## src/rtl/probe_pkg.sv

```systemverilog
// Shared types for the logic-probe comparator sequencer: mode codes, DAC threshold table, FSM states.
// Pure definitions; no latency and no flow control.
package probe_pkg;

   localparam logic [1:0] MODE_TTL       = 2'd0;
   localparam logic [1:0] MODE_CMOS5     = 2'd1;
   localparam logic [1:0] MODE_CMOS3V3   = 2'd2;
   localparam logic [1:0] MODE_LVCMOS1V8 = 2'd3;

   typedef enum logic [1:0] {
      SETTLE_HI = 2'd0,
      SAMPLE_HI = 2'd1,
      SETTLE_LO = 2'd2,
      SAMPLE_LO = 2'd3
   } seq_state_t;

   typedef struct packed {
      logic [3:0] hi;
      logic [3:0] lo;
   } thr_t;

   function automatic thr_t thr_lookup(input logic [1:0] mode);
      thr_t t;
      case (mode)
         MODE_TTL:       t = '{hi: 4'd6,  lo: 4'd2};
         MODE_CMOS5:     t = '{hi: 4'd11, lo: 4'd5};
         MODE_CMOS3V3:   t = '{hi: 4'd7,  lo: 4'd3};
         MODE_LVCMOS1V8: t = '{hi: 4'd4,  lo: 4'd1};
         default:        t = '{hi: 4'd6,  lo: 4'd2};
      endcase
      return t;
   endfunction

endpackage

```

## src/rtl/bit_sync.sv

```systemverilog
// Two-flop synchronizer for one asynchronous bit; 2-cycle latency, no flow control.
module bit_sync (
   input  logic clk,
   input  logic nreset,
   input  logic d,
   output logic q
);

   logic meta;

   always_ff @(posedge clk or negedge nreset) begin
      if (!nreset) begin
         meta <= 1'b0;
         q    <= 1'b0;
      end else begin
         meta <= d;
         q    <= meta;
      end
   end

endmodule

```

## src/rtl/comp_mux_sequencer.sv

```systemverilog
// Time-multiplexes one comparator between high and low probe thresholds via a shared DAC.
// One result pair every 2*(SETTLE_CYCLES+1) cycles; enable low or a mode change restarts the sequence.
module comp_mux_sequencer
   import probe_pkg::*;
#(
   parameter int unsigned SETTLE_CYCLES = 16
) (
   input  logic       clk,
   input  logic       nreset,
   input  logic       enable,
   input  logic [1:0] mode,
   input  logic       comp_out,
   output logic [3:0] dac_value,
   output logic       comp_data_hi,
   output logic       comp_data_lo,
   output logic       sample_valid
);

   localparam logic [7:0] CNT_LAST = 8'(SETTLE_CYCLES - 1);
   localparam thr_t       THR_RST  = thr_lookup(MODE_TTL);

   seq_state_t state, state_nxt;
   logic [7:0] cnt, cnt_nxt;
   logic [1:0] mode_q;
   logic       hi_tmp, hi_tmp_nxt;
   logic       comp_s;
   logic [3:0] dac_nxt;
   logic       hi_nxt, lo_nxt, valid_nxt;
   logic       restart;
   thr_t       thr;

   bit_sync u_comp_sync (
      .clk    (clk),
      .nreset (nreset),
      .d      (comp_out),
      .q      (comp_s)
   );

   // Thresholds follow the incoming mode so the DAC already matches mode_q on the edge that loads it.
   assign thr     = thr_lookup(mode);
   assign restart = !enable || (mode != mode_q);

   always_comb begin
      state_nxt  = state;
      cnt_nxt    = cnt;
      hi_tmp_nxt = hi_tmp;
      dac_nxt    = dac_value;
      hi_nxt     = comp_data_hi;
      lo_nxt     = comp_data_lo;
      valid_nxt  = 1'b0;
      if (restart) begin
         state_nxt  = SETTLE_HI;
         cnt_nxt    = 8'd0;
         hi_tmp_nxt = 1'b0;
         dac_nxt    = thr.hi;
      end else begin
         case (state)
            SETTLE_HI: begin
               if (cnt == CNT_LAST) begin
                  state_nxt = SAMPLE_HI;
                  cnt_nxt   = 8'd0;
               end else begin
                  cnt_nxt = cnt + 8'd1;
               end
            end
            SAMPLE_HI: begin
               hi_tmp_nxt = comp_s;
               state_nxt  = SETTLE_LO;
               cnt_nxt    = 8'd0;
               dac_nxt    = thr.lo;
            end
            SETTLE_LO: begin
               if (cnt == CNT_LAST) begin
                  state_nxt = SAMPLE_LO;
                  cnt_nxt   = 8'd0;
               end else begin
                  cnt_nxt = cnt + 8'd1;
               end
            end
            SAMPLE_LO: begin
               hi_nxt    = hi_tmp;
               lo_nxt    = ~comp_s;
               valid_nxt = 1'b1;
               state_nxt = SETTLE_HI;
               cnt_nxt   = 8'd0;
               dac_nxt   = thr.hi;
            end
            default: begin
               state_nxt = SETTLE_HI;
               cnt_nxt   = 8'd0;
               dac_nxt   = thr.hi;
            end
         endcase
      end
   end

   always_ff @(posedge clk or negedge nreset) begin
      if (!nreset) begin
         state        <= SETTLE_HI;
         cnt          <= 8'd0;
         mode_q       <= MODE_TTL;
         hi_tmp       <= 1'b0;
         dac_value    <= THR_RST.hi;
         comp_data_hi <= 1'b0;
         comp_data_lo <= 1'b0;
         sample_valid <= 1'b0;
      end else begin
         state        <= state_nxt;
         cnt          <= cnt_nxt;
         mode_q       <= mode;
         hi_tmp       <= hi_tmp_nxt;
         dac_value    <= dac_nxt;
         comp_data_hi <= hi_nxt;
         comp_data_lo <= lo_nxt;
         sample_valid <= valid_nxt;
      end
   end

endmodule

```

## config.mk

```make
export PLATFORM = sky130hd
export DESIGN_NAME = comp_mux_sequencer
export DESIGN_NICKNAME = d
export VERILOG_FILES = /design/src/rtl/probe_pkg.sv /design/src/rtl/bit_sync.sv /design/src/rtl/comp_mux_sequencer.sv
export SDC_FILE = /design/constraint.sdc
export NUM_CORES = 1
export LEC_CHECK = 0
export BUFFER_PORTS_ARGS = -buffer_cell sky130_fd_sc_hd__buf_2
export CAP_MARGIN = 20
export CORE_UTILIZATION = 50
export DETAILED_ROUTE_END_ITERATION = 8
export PLACE_DENSITY = 0.7
export SYNTH_ARGS = -nofsm -noshare
export SYNTH_HDL_FRONTEND = slang
export SYNTH_HIERARCHICAL = 1
export SYNTH_SLANG_ARGS = --single-unit
```

## constraint.sdc

```tcl
create_clock -name clk -period 1.7 [get_ports clk]
set_clock_uncertainty 0.1 [all_clocks]
set_input_delay 0.17 -clock clk [delete_from_list [all_inputs] [get_ports clk]]
set_output_delay 0.17 -clock clk [all_outputs]
set_load 0.005 [all_outputs]
```

## After elaboration in Yosys (flattened, before gate mapping)

Cells that the tools add are included.

| storage, ports and cells | value |
|---|---|
| memories kept | 0 |
| bits in read-only memories | 0 |
| memory bits (writable) | 0 |
| bits in registers | 22 |
| word-level logic and storage cells | 47 |
| bits in latches | 0 |
| output and inout port bits | 7 |

| operators by class | value |
|---|---|
| bitwise gates (word level) | 2 |
| reductions and logical operators | 10 |
| $add $sub $neg | 1 |
| magnitude comparators | 0 |
| $mul | 0 |
| divide/modulo/power cells | 0 |
| shifts and indexed selects | 0 |
| mux-type cells | 14 |
| equality and inequality tests | 10 |

Operators by type and width:

| operator | number |
|---|---|
| 8-bit one-hot mux with 4 select lines | 1 |
| 8-bit 2-to-1 mux | 2 |
| 8-bit one-hot mux with 2 select lines | 1 |
| 8-bit by 1-bit adder with 8-bit output (second input constant) | 1 |
| 2-bit equality test (second input constant) | 4 |
| 8-bit by 4-bit equality test with 1-bit output (second input constant) | 1 |
| 2-bit one-hot mux with 4 select lines | 1 |
| 4-bit one-hot mux with 2 select lines | 1 |
| 2-bit 2-to-1 mux | 3 |
| 3-bit != test (second input constant) | 2 |
| 2-bit by 1-bit equality test with 1-bit output (second input constant) | 2 |
| 2-bit zero test | 2 |
| 1-bit 2-to-1 mux | 4 |
| 4-bit 2-to-1 mux | 1 |
| 2-bit AND reduction | 2 |
| 2-bit OR reduction | 2 |
| 3-bit nonzero test | 1 |
| 2-bit != test | 1 |
| 1-bit NOT | 2 |
| 2-bit nonzero test | 1 |
| 1-bit zero test | 1 |
| 1-bit logical OR | 1 |

## Longest topological paths before layout

| logic depth | value |
|---|---|
| depth after elaboration | 4 |
| gate-level depth with buffers | 6 |

## Modules after synthesis

Netlist, hierarchy kept.

Modules (own cells, without submodules):

| module | seq. area each (um^2) | times used | area each (um^2) | cells an instance |
|---|---|---|---|---|
| comp_mux_sequencer | 503.0 | 1 | 1041.0 | 91 |
| bit_sync | 50.0 | 1 | 50.0 | 2 |

## Worst setup path before layout

OpenSTA, ideal clock, no wires.

| path | value |
|---|---|
| kind | reg-to-reg |
| from | register cnt[4] |
| to | register state[1] |
| setup time | 0.079 ns |
| period minus slack after synthesis | 1.530 ns |
| arrival | 1.350 ns |
| required time | 1.521 ns |
| cell stages (with the launch flop) | 4 |
| slack | 0.170 ns |
| path buffers | 0 |
| cell sequence | dfrtp_1 -> or4_4 -> o22ai_1 -> mux2i_1 |

| between the ends | value |
|---|---|
| longest elaborated chain between the ends | 3 |

Ends and longest elaborated chain:

| element | RTL line | RTL |
|---|---|---|
| start: declaration | comp_mux_sequencer.sv:23 | `logic [7:0] cnt, cnt_nxt;` |
| start signal: assignment | comp_mux_sequencer.sv:109 | `cnt <= cnt_nxt;` |
| 8-bit by 4-bit equality test with 1-bit output (*) | comp_mux_sequencer.sv:59, comp_mux_sequencer.sv:73 |  |
| 3-bit != test (no source line) | - |  |
| 2-bit AND reduction (no source line) (*) | - |  |
| end signal: assignment | comp_mux_sequencer.sv:108 | `state <= state_nxt;` |
| end: declaration | comp_mux_sequencer.sv:22 | `seq_state_t state, state_nxt;` |

Every way passes the cells marked *; elsewhere a longest branch is shown, timed or not.
A chain may end at the register's enable or synchronous reset.

## Final worst setup path

| path | value |
|---|---|
| from | register cnt[4] |
| to | register state[0] |

Same word-level chain as after synthesis.

==> flow_metrics.env <==
export IMPL_synth_edf_count=0
export IMPL_rsz0062_at_grt="true"
export IMPL_crit_path_end_kind="flip-flop"
export IMPL_r2r_end="state[0]"
export IMPL_worstPathRequired_ps=1820
export IMPL_antenna_found_initial=0
export IMPL_place_gp_congestion=0.764
export IMPL_drtIter0Drc=16
export IMPL_area_delta_synth_final_pct=18.5
export IMPL_insertion_delay_ps=300
export IMPL_p_seq_frac=0.632
export IMPL_timing_final_crit_share=0.960
export IMPL_portBuffers=12
export IMPL_cts_root_buffer="clkbuf_4"
export IMPL_ios=13
export IMPL_vias=766
export IMPL_seq_area_frac_synth=0.507
export IMPL_fin_ws_ps=67.3
export IMPL_avgSynthCellArea_sq_um=11.7
export IMPL_syn_inst=93
export IMPL_cap_violations=0
export IMPL_cts_buffer_depth=2
export IMPL_synth_net_count=110
export IMPL_reg2reg_from="cnt[4]"
export IMPL_multi_input_area_sq_um=523
export IMPL_fin_nets=134
export IMPL_max_slew_margin_rel=0.670
export IMPL_fin_tns_setup_ps=0
export IMPL_sw_frac_of_total=0.234
export IMPL_n_antenna_cell=0
export IMPL_netlist_area_sq_um=1090
export IMPL_vdd_drop_max_uv=479
export IMPL_drtPass1Iterations=4
export IMPL_drv_slew=0
export IMPL_die_h_um=48.7
export IMPL_leakage_uw=0.000599
export IMPL_drc=0
export IMPL_outcome="completed"
export IMPL_cts_tree="built"
export IMPL_cts_sinks=22
export IMPL_nFillCells=166
export IMPL_finalHoldViolCount=0
export IMPL_initial_core_util=0.545
export IMPL_floorplan_die_width_um=48.7
export IMPL_hpwl_mm=1.44
export IMPL_holdCritStartpoint="enable"
export IMPL_drive_gt1_frac=0.252
export IMPL_internal_power_uw=666
export IMPL_comb_power_share=0.104
export IMPL_rrSetupSlack_ps=70
export IMPL_grt_max_degree=23
export IMPL_worst_pin_slew_ps=494
export IMPL_p_per_area_nw_per_um2=673
export IMPL_cts_buffers=3
export IMPL_synth_area_leader_cell="dfrtp_1"
export IMPL_ys_async_sr_fraction=1.00
export IMPL_clkTransAtPathRegs_ps=120
export IMPL_crit_path_start_kind="flip-flop"
export IMPL_fmax_ghz=0.612
export IMPL_routedWlPerCell_um=13.7
export IMPL_cts_htree_levels=1
export IMPL_dpl_worst_slack_ps=20.8
export IMPL_switchingPower_uw=203
export IMPL_grt_usage=0.199
export IMPL_cts_setup_buffers=0
export IMPL_postRouteWirelength_mm=1.94
export IMPL_grt_pass1_vias=792
export IMPL_synthTopCellsByArea="dfrtp_1 (46%), ha_1 (13%), mux2i_1 (5.5%), dfstp_2 (4.8%), xnor2_1 (3.2%)"
export IMPL_worst_r2r_path_depth=3
export IMPL_synthFlopType="dfrtp_1"
export IMPL_hp_class="input pin to flip-flop"
export IMPL_rows=16
export IMPL_regArea_sq_um=553
export IMPL_ys_warn_count=6
export IMPL_ys_ff_latch=22
export IMPL_die_area_sq_um=2370
export IMPL_finalPower_uw=870
export IMPL_grt_overflow=0
export IMPL_synth_top_area_frac=0.459
export IMPL_min_to="state[1]"
export IMPL_grt_first_pass_wirelength_mm=3.59
export IMPL_critPathKind="flip-flop to flip-flop"
export IMPL_core_area_sq_um=2000
export IMPL_hold_path_depth=3
export IMPL_cp_arrival_ps=1750
export IMPL_vias_per_cell=5.39
export IMPL_critPathMaxFanout=5
export IMPL_clkPwrFrac=0.264
export IMPL_route_antenna_remaining_nets=0
export IMPL_setup_violations=0
export IMPL_yosysUniqueCellTypes=26
export IMPL_period_minus_slack_ps=1630
worst max-delay path, cell delays in order (launching register included):
cell and delay [ps]:
dfrtp_1 440, or4_4 570, o221a_1 240, a211oi_2 190
routing by layer:
metal	track usage	routed length [um]	vias to the layer above
met5	0	0	-
met4	0.0735	10	0
met3	0.0283	45	2
met2	0.333	1010	8
met1	0.262	876	383
li1	-	-	373
cell usage after synthesis (all sizes together), types with 2 or more instances:
library cell,instances
or3,3
a211oi,4
nand3,5
o22ai,2
dfstp,2
nor2,5
ha,11
o21ai,4
nor2b,2
xnor2,4
nor3,2
inv,8
mux2,3
mux2i,6
nand4,3
dfrtp,20
cells by family after synthesis:
group / share of synthesized area
xor+xnor: 0.0401
mux: 0.0860
buf+inv: 0.0310
flops: 0.507
fa+ha+maj: 0.126
compound gates: 0.0722
simple gates: 0.138
repair_timing:
item                       CTS  global route
hold buffers                 4             0
hold endpoints to repair    23             0
gates resized for setup      0             3
setup endpoints to repair    0             5
cell usage in the layout, fill, tap and decap left out, types with 2 or more instances in the layout:
cell	netlist	final
dfrtp_1	20	20
buf_2	0	12
ha_1	11	11
inv_1	8	8
mux2i_1	6	6
nor2_1	5	5
o21ai_0	4	4
nand3_1	5	4
dlygate4sd3_1	0	4
buf_4	0	4
or3_1	3	3
xnor2_1	4	3
a211oi_1	3	3
nand4_1	3	3
mux2_2	3	3
clkbuf_4	0	3
nor2b_1	2	2
nor3_1	2	2
dfstp_2	2	2
stage by stage:
stage          instance area, sq um  hold slack [ps]   util  instances
2_1_floorplan                  1090             -226      -         93
5_1_grt                        1290             88.9  0.646        142
3_3_place_gp                   1210             55.6  0.605        135
3_5_place_dp                   1210             66.1  0.605        135
4_1_cts                        1270             58.9  0.636        142
6_report                       1290             62.7  0.646        142
sequential cells by signal, summed over array words and instances, names as in the netlist:
register / flops
cnt: 8
dac_value: 4
mode_q: 2
state: 2
comp_data_hi: 1
comp_data_lo: 1
hi_tmp: 1
sample_valid: 1
u_comp_sync/meta: 1
u_comp_sync/q: 1
power groups by stage:
stage / Clock [uW] / Combinational, uW / Sequential [uW]
final: 229 / 90.3 / 550
after global routing: 264 / 102 / 553
after CTS: 240 / 90.5 / 550
after detailed placement: 0 / 83.4 / 560
after global placement: 0 / 80.0 / 559
after floorplan: 0 / 38.3 / 560
layout make-up:
| class | count | area share |
|---|---|---|
| Inverter | 8 | 0.0232 |
| Tap cell | 27 | 0.0261 |
| Timing Repair Buffer | 20 | 0.101 |
| Clock buffer | 3 | 0.0174 |
| Sequential cell | 22 | 0.428 |
| Multi-Input combinational cell | 62 | 0.405 |
how the worst max path moves through the flow:
stage               slack [ps]      start           end  cells past startpoint
global placement           100  mode_q[1]  comp_data_hi                      3
global route                -8     cnt[4]      state[0]                      3
floorplan                  170     cnt[4]      state[1]                      3
detailed placement          20  mode_q[1]  comp_data_hi                      3
CTS                          8  mode_q[1]  comp_data_hi                      3
finish                      70     cnt[4]      state[0]                      3
(Power assumes the default switching activity.)
